[config.mk]
export PLATFORM = sky130hd
export DESIGN_NAME = preadd_mult_stage_flat
export DESIGN_NICKNAME = d
export VERILOG_FILES = /design/src/rtl/dsp_pkg.sv /design/src/rtl/preadd_mult_stage_if.sv /design/src/rtl/pipe_reg_async.sv /design/src/rtl/preadd_mult_stage.sv /design/src/flat_wrapper.sv
export SDC_FILE = /design/constraint.sdc
export NUM_CORES = 1
export LEC_CHECK = 0
export ABC_AREA = 1
export CAP_MARGIN = 0
export CORE_ASPECT_RATIO = 1.75
export CORE_MARGIN = 2
export CORE_UTILIZATION = 35
export CTS_CLUSTER_DIAMETER = 40
export DETAILED_ROUTE_END_ITERATION = 8
export PLACE_DENSITY = 0.49
export SYNTH_ARGS = -nofsm -noshare
export SYNTH_HDL_FRONTEND = slang
export SYNTH_SLANG_ARGS = --single-unit
[constraint.sdc]
create_clock -name clk -period 16 [get_ports clk]
set_input_delay 3.2 -clock clk [delete_from_list [all_inputs] [get_ports clk]]
set_output_delay 3.2 -clock clk [all_outputs]
set_load 0.02 [all_outputs]
[src/rtl/dsp_pkg.sv]
// Shared widths and opmode bit positions for the pre-adder/multiplier slice.
//   DATA_W     : operand width (A, B, D, pre-adder result)
//   PROD_W     : full unsigned product width
//   OPM_PREADD : opmode bit that routes D+/-B into the B path
//   OPM_SUB    : opmode bit that selects D-B instead of D+B
package dsp_pkg;

  localparam int unsigned DATA_W     = 18;
  localparam int unsigned PROD_W     = 36;
  localparam int unsigned OPM_PREADD = 0;
  localparam int unsigned OPM_SUB    = 1;

endpackage

[src/rtl/preadd_mult_stage_if.sv]
// Operand/result bundle of preadd_mult_stage.
//   a_in, b_in, d_in : operands from the upstream A0/B0/D registers
//   opmode           : [OPM_PREADD] pre-adder enable, [OPM_SUB] subtract
//   in_valid         : qualifies operands and opmode this cycle
//   ceb1, cem        : clock enables for the B1/A1 and M stages
//   bcout            : B1-stage value cascaded to the next slice
//   m_out, out_valid : unsigned product A1*B1 and its qualifier
// master drives operands and enables; slave is the DSP slice.
interface preadd_mult_stage_if;
  import dsp_pkg::*;

  logic [DATA_W-1:0] a_in;
  logic [DATA_W-1:0] b_in;
  logic [DATA_W-1:0] d_in;
  logic [1:0]        opmode;
  logic              in_valid;
  logic              ceb1;
  logic              cem;
  logic [DATA_W-1:0] bcout;
  logic [PROD_W-1:0] m_out;
  logic              out_valid;

  modport master (
    output a_in, b_in, d_in, opmode, in_valid, ceb1, cem,
    input  bcout, m_out, out_valid
  );

  modport slave (
    input  a_in, b_in, d_in, opmode, in_valid, ceb1, cem,
    output bcout, m_out, out_valid
  );

endinterface

[src/rtl/pipe_reg_async.sv]
// Generic pipeline register with clock enable and asynchronous active-high
// reset, or a plain wire when EN=0.
//   clk   : rising-edge clock
//   reset : asynchronous clear (ignored when bypassed)
//   ce    : capture enable; q holds when low
//   d, q  : WIDTH-bit data in/out
module pipe_reg_async #(
  parameter int unsigned WIDTH = 1,
  parameter bit          EN    = 1'b1
) (
  input  logic             clk,
  input  logic             reset,
  input  logic             ce,
  input  logic [WIDTH-1:0] d,
  output logic [WIDTH-1:0] q
);

  generate
    if (EN) begin : g_reg
      always_ff @(posedge clk or posedge reset) begin
        if (reset)   q <= '0;
        else if (ce) q <= d;
      end
    end else begin : g_bypass
      // Control inputs have no role in a bypassed stage.
      logic unused_ctrl;
      assign unused_ctrl = ^{clk, reset, ce};
      assign q = d;
    end
  endgenerate

endmodule

[src/rtl/preadd_mult_stage.sv]
// B-path pre-adder, optional B1/A1 register stage, 18x18 unsigned multiplier
// and optional M register stage of a DSP slice.
//   B1REG : 1 = registered B1/A1 stage, 0 = combinational bypass
//   MREG  : 1 = registered M stage,     0 = combinational bypass
//   clk   : sole clock
//   reset : asynchronous active-high clear of every register
//   bus   : operand/result bundle (slave side)
module preadd_mult_stage
  import dsp_pkg::*;
#(
  parameter int unsigned B1REG = 1,
  parameter int unsigned MREG  = 1
) (
  input  logic                 clk,
  input  logic                 reset,
  preadd_mult_stage_if.slave   bus
);

  logic [DATA_W-1:0] pre;
  logic [DATA_W-1:0] b1;
  logic [DATA_W-1:0] a1;
  logic              v1;
  logic [PROD_W-1:0] prod;
  logic [PROD_W-1:0] m;
  logic              vm;

  // Carry/borrow out of the 18-bit add/subtract is discarded.
  always_comb begin
    pre = bus.b_in;
    if (bus.opmode[OPM_PREADD]) begin
      if (bus.opmode[OPM_SUB]) pre = bus.d_in - bus.b_in;
      else                     pre = bus.d_in + bus.b_in;
    end
  end

  // A1, B1 and v1 share one enable so operands and valid stay aligned.
  pipe_reg_async #(.WIDTH(DATA_W), .EN(B1REG != 0)) u_b1 (
    .clk(clk), .reset(reset), .ce(bus.ceb1), .d(pre), .q(b1)
  );

  pipe_reg_async #(.WIDTH(DATA_W), .EN(B1REG != 0)) u_a1 (
    .clk(clk), .reset(reset), .ce(bus.ceb1), .d(bus.a_in), .q(a1)
  );

  pipe_reg_async #(.WIDTH(1), .EN(B1REG != 0)) u_v1 (
    .clk(clk), .reset(reset), .ce(bus.ceb1), .d(bus.in_valid), .q(v1)
  );

  assign prod = PROD_W'(a1) * PROD_W'(b1);

  pipe_reg_async #(.WIDTH(PROD_W), .EN(MREG != 0)) u_m (
    .clk(clk), .reset(reset), .ce(bus.cem), .d(prod), .q(m)
  );

  pipe_reg_async #(.WIDTH(1), .EN(MREG != 0)) u_vm (
    .clk(clk), .reset(reset), .ce(bus.cem), .d(v1), .q(vm)
  );

  assign bus.bcout     = b1;
  assign bus.m_out     = m;
  assign bus.out_valid = vm;

endmodule

[src/flat_wrapper.sv]
// flat-port wrapper written by rule: the top's interface ports become plain ports
module preadd_mult_stage_flat import dsp_pkg::*;
#(
  parameter int unsigned B1REG = 1,
  parameter int unsigned MREG  = 1
)
  (clk, reset, bus_a_in, bus_b_in, bus_d_in, bus_opmode, bus_in_valid, bus_ceb1, bus_cem, bus_bcout, bus_m_out, bus_out_valid);
  preadd_mult_stage_if bus_i ();
  input  logic clk;
  input  logic reset;
  input wire logic [$bits(bus_i.a_in)-1:0] bus_a_in;
  input wire logic [$bits(bus_i.b_in)-1:0] bus_b_in;
  input wire logic [$bits(bus_i.d_in)-1:0] bus_d_in;
  input wire logic [$bits(bus_i.opmode)-1:0] bus_opmode;
  input wire logic [$bits(bus_i.in_valid)-1:0] bus_in_valid;
  input wire logic [$bits(bus_i.ceb1)-1:0] bus_ceb1;
  input wire logic [$bits(bus_i.cem)-1:0] bus_cem;
  output wire logic [$bits(bus_i.bcout)-1:0] bus_bcout;
  output wire logic [$bits(bus_i.m_out)-1:0] bus_m_out;
  output wire logic [$bits(bus_i.out_valid)-1:0] bus_out_valid;
  assign bus_i.a_in = bus_a_in;
  assign bus_i.b_in = bus_b_in;
  assign bus_i.d_in = bus_d_in;
  assign bus_i.opmode = bus_opmode;
  assign bus_i.in_valid = bus_in_valid;
  assign bus_i.ceb1 = bus_ceb1;
  assign bus_i.cem = bus_cem;
  assign bus_bcout = bus_i.bcout;
  assign bus_m_out = bus_i.m_out;
  assign bus_out_valid = bus_i.out_valid;
  preadd_mult_stage #(.B1REG(B1REG), .MREG(MREG)) u_core (.clk(clk), .reset(reset), .bus(bus_i));
endmodule
==> results.md <==
* Synth Warn # at 0
* Initial Utilization at 0.353
* Crit Path Max Fanout at 19
* Die X at 164 um
* Syn Area/Cell at 7.25 um^2
* Final std cells w/o fill at 2775
* Largest net degree at the start of global routing at 75
* Core footprint at 44200 um^2
* Post-synth EDFFs at 0
* RSZ-0062 raised after global routing: false
* Clock sinks at 74
* CTS tree: done
* Die H at 283 um
* DRT Pass-1 Iters at 5
* Max-slew violation count at 0
* Post-route ant nets at 0
* Worst-Margin Slew at 1110 ps
* Final period util at 0.383
* Ys async rst share at 1.00
* Layout Nets at 2644
* Mapped Cells at 2150
* GRT overflow at 0
* Status: complete, no violations
* Most used DFF post-synth: dfrtp_1
* Post-DR wirelength/cell at 16.9 um
* Pre-CTS setup slack at 9570 ps
* Vias in the first global route at 14400
* Synth Net Count at 2596
* RD Place Congestion at 0.848
* Tightest slew margin relative to the limit at 0.261
* Post_cts resized at 0
* Mapped Area at 15600 um^2
* Total GRT Usage at 0.213
* Setup ws final at 9870 ps
* I/O Buffers at 115
* # DRC at 0
* Share of layout cells above drive strength 1 at 0.0263
* Die Area at 46300 um^2
* Setup Fix Bufs, Post-CTS at 0
* Final hold violation count at 0
* Root Driver: clkbuf_16
* Longest Clk Path Bufs at 2
* Most frequent cells in the layout: nand2_1, inv_1, fa_1
* CP Capture Type: flip-flop
* Max cap viols at 0
* Hold crit path type: reg -> reg
* Fmax at 163 MHz
* Placement Rows at 102
* Crit path required time at 16270 ps
* Top Ports at 116
* N_diodes at 0
* Setup TNS at 0 ps
* Placed Cells at 2759
* Layout area overhead at 12.2%
* Minimum clock period at 6130 ps
* Commonest non-fill, non-tap cell in the layout: nand2_1
* Register area share after synthesis at 0.119
* Depth of the CTS H-tree at 3
* First-pass GRT wire length at 75.7 mm
* Critical path class: reg -> reg
* Iteration-0 DRC Markers at 432
* CP startpoint kind: flip-flop
* CTS clk-pin slew, worst paths at 80 ps
* DR vias at 13200
* Critical Path AT at 6390 ps
* Synth cell types at 38
* Register bit total from synthesis at 74
* Cts hold-fix bufs at 0
* Final number of setup-violating endpoints at 0
* Initial antenna violation count at 0
* Fin Clk Skew at 18.4 ps
* DR vias/cell at 4.74
* DP HPWL at 38.2 mm
* Clk_lat worst skew at 380 ps
* WL final at 46.8 mm
* Cts bufs inserted at 9
critical path: stages, from the launching register on:
cell	delay, ps
dfrtp_1	1020
nand2_1	180
fa_1	570
inv_1	50
fa_1	500
inv_1	50
fa_1	530
inv_1	50
fa_1	450
fa_1	490
inv_1	50
fa_1	480
inv_1	40
ha_1	350
nand2_1	120
nor2_1	340
a21oi_1	120
nand2_1	210
nand2_1	140
nand2_1	90
nand2_1	50
nand3_1	60
nand2_1	50
cell type report:
| type | count | area, um^2 |
|---|---|---|
| fill | 4783 | 26700 |
| clock inverter | 7 | 76.3 |
| inverter | 544 | 2040 |
| sequential | 74 | 1850 |
| clock buffer | 9 | 225 |
| tap | 572 | 716 |
| multi-input combinational | 1441 | 11300 |
| timing repair buffer | 128 | 1250 |
final timing paths:
path | startpoint | to | slack (ps) | cells after the start
hold reg to reg | u_core.u_m.q[5] | u_core.u_m.q[5] | 470 | 2
setup / recovery | u_core.u_a1.q[7] | u_core.u_m.q[35] | 9870 | 22
hold / removal | u_core.u_m.q[5] | u_core.u_m.q[5] | 470 | 2
min in group asynchronous | reset | u_core.u_m.q[2] | 3460 | 3
max in group asynchronous | reset | u_core.u_b1.q[12] | 11880 | 3
setup reg to reg | u_core.u_a1.q[7] | u_core.u_m.q[35] | 9870 | 22
metrics by stage:
step	instance area [um^2]	util	hold WS, ps
4_1_cts	17500	0.396	479
5_1_grt	17500	0.396	508
3_3_place_gp	17200	0.389	457
2_1_floorplan	15600	-	442
3_5_place_dp	17200	0.389	462
6_report	17500	0.396	471
sequential cells by signal (all words and copies together) (netlist names):
signal / cells
u_core.u_a1.q: 18
u_core.u_m.q: 36
u_core.u_vm.q: 1
u_core.u_v1.q: 1
u_core.u_b1.q: 18
synth_stat cells (2+ instances only):
cell      number  area [um^2]
xnor2_1       13          114
o21ai_2        4         35.0
nor3_2         3         30.0
nor2_2         2         12.5
buf_6          2         22.5
nand2_2        8         50.1
clkbuf_1      67          251
a21oi_1       56          280
inv_1        542         2030
nand2_1      708         2660
buf_1         14         52.6
xor2_1        21          184
buf_4          2         15.0
o21ai_1        6         30.0
ha_1         128         1600
o21a_1         2         15.0
a21oi_2        2         17.5
nor2_4         3         33.8
nand3_1       71          355
o21bai_1       7         52.6
nor3_1         6         30.0
fa_1         257         5140
dfrtp_1       74         1850
o21ai_0       41          205
nand3_2        3         30.0
nand3b_1       3         22.5
buf_2          6         30.0
a21o_1         4         30.0
inv_2          2         7.51
nand4_1       10         62.6
nor2_1        76          285
routing by layer:
| layer | global-route usage | routed length (um) | up-vias |
|---|---|---|---|
| met3 | 0.0189 | 1460 | 92 |
| met4 | 0.0945 | 2070 | 0 |
| met1 | 0.226 | 17400 | 6443 |
| met5 | 0 | 0 | - |
| li1 | - | - | 6305 |
| met2 | 0.417 | 25900 | 320 |
cell families after synthesis:
family,after synthesis,synth area share
DFF,74,0.119
and+or+nand+nor,898,0.231
buffers and inverters,635,0.155
AOI/OAI and AO/OA,124,0.0436
xor gates and xnor gates,34,0.0191
adders and majority gates,385,0.433
Power is left out: the tool's default activity adds up to more than one toggle a clock period on the data nets, which glitch-free logic cannot reach.
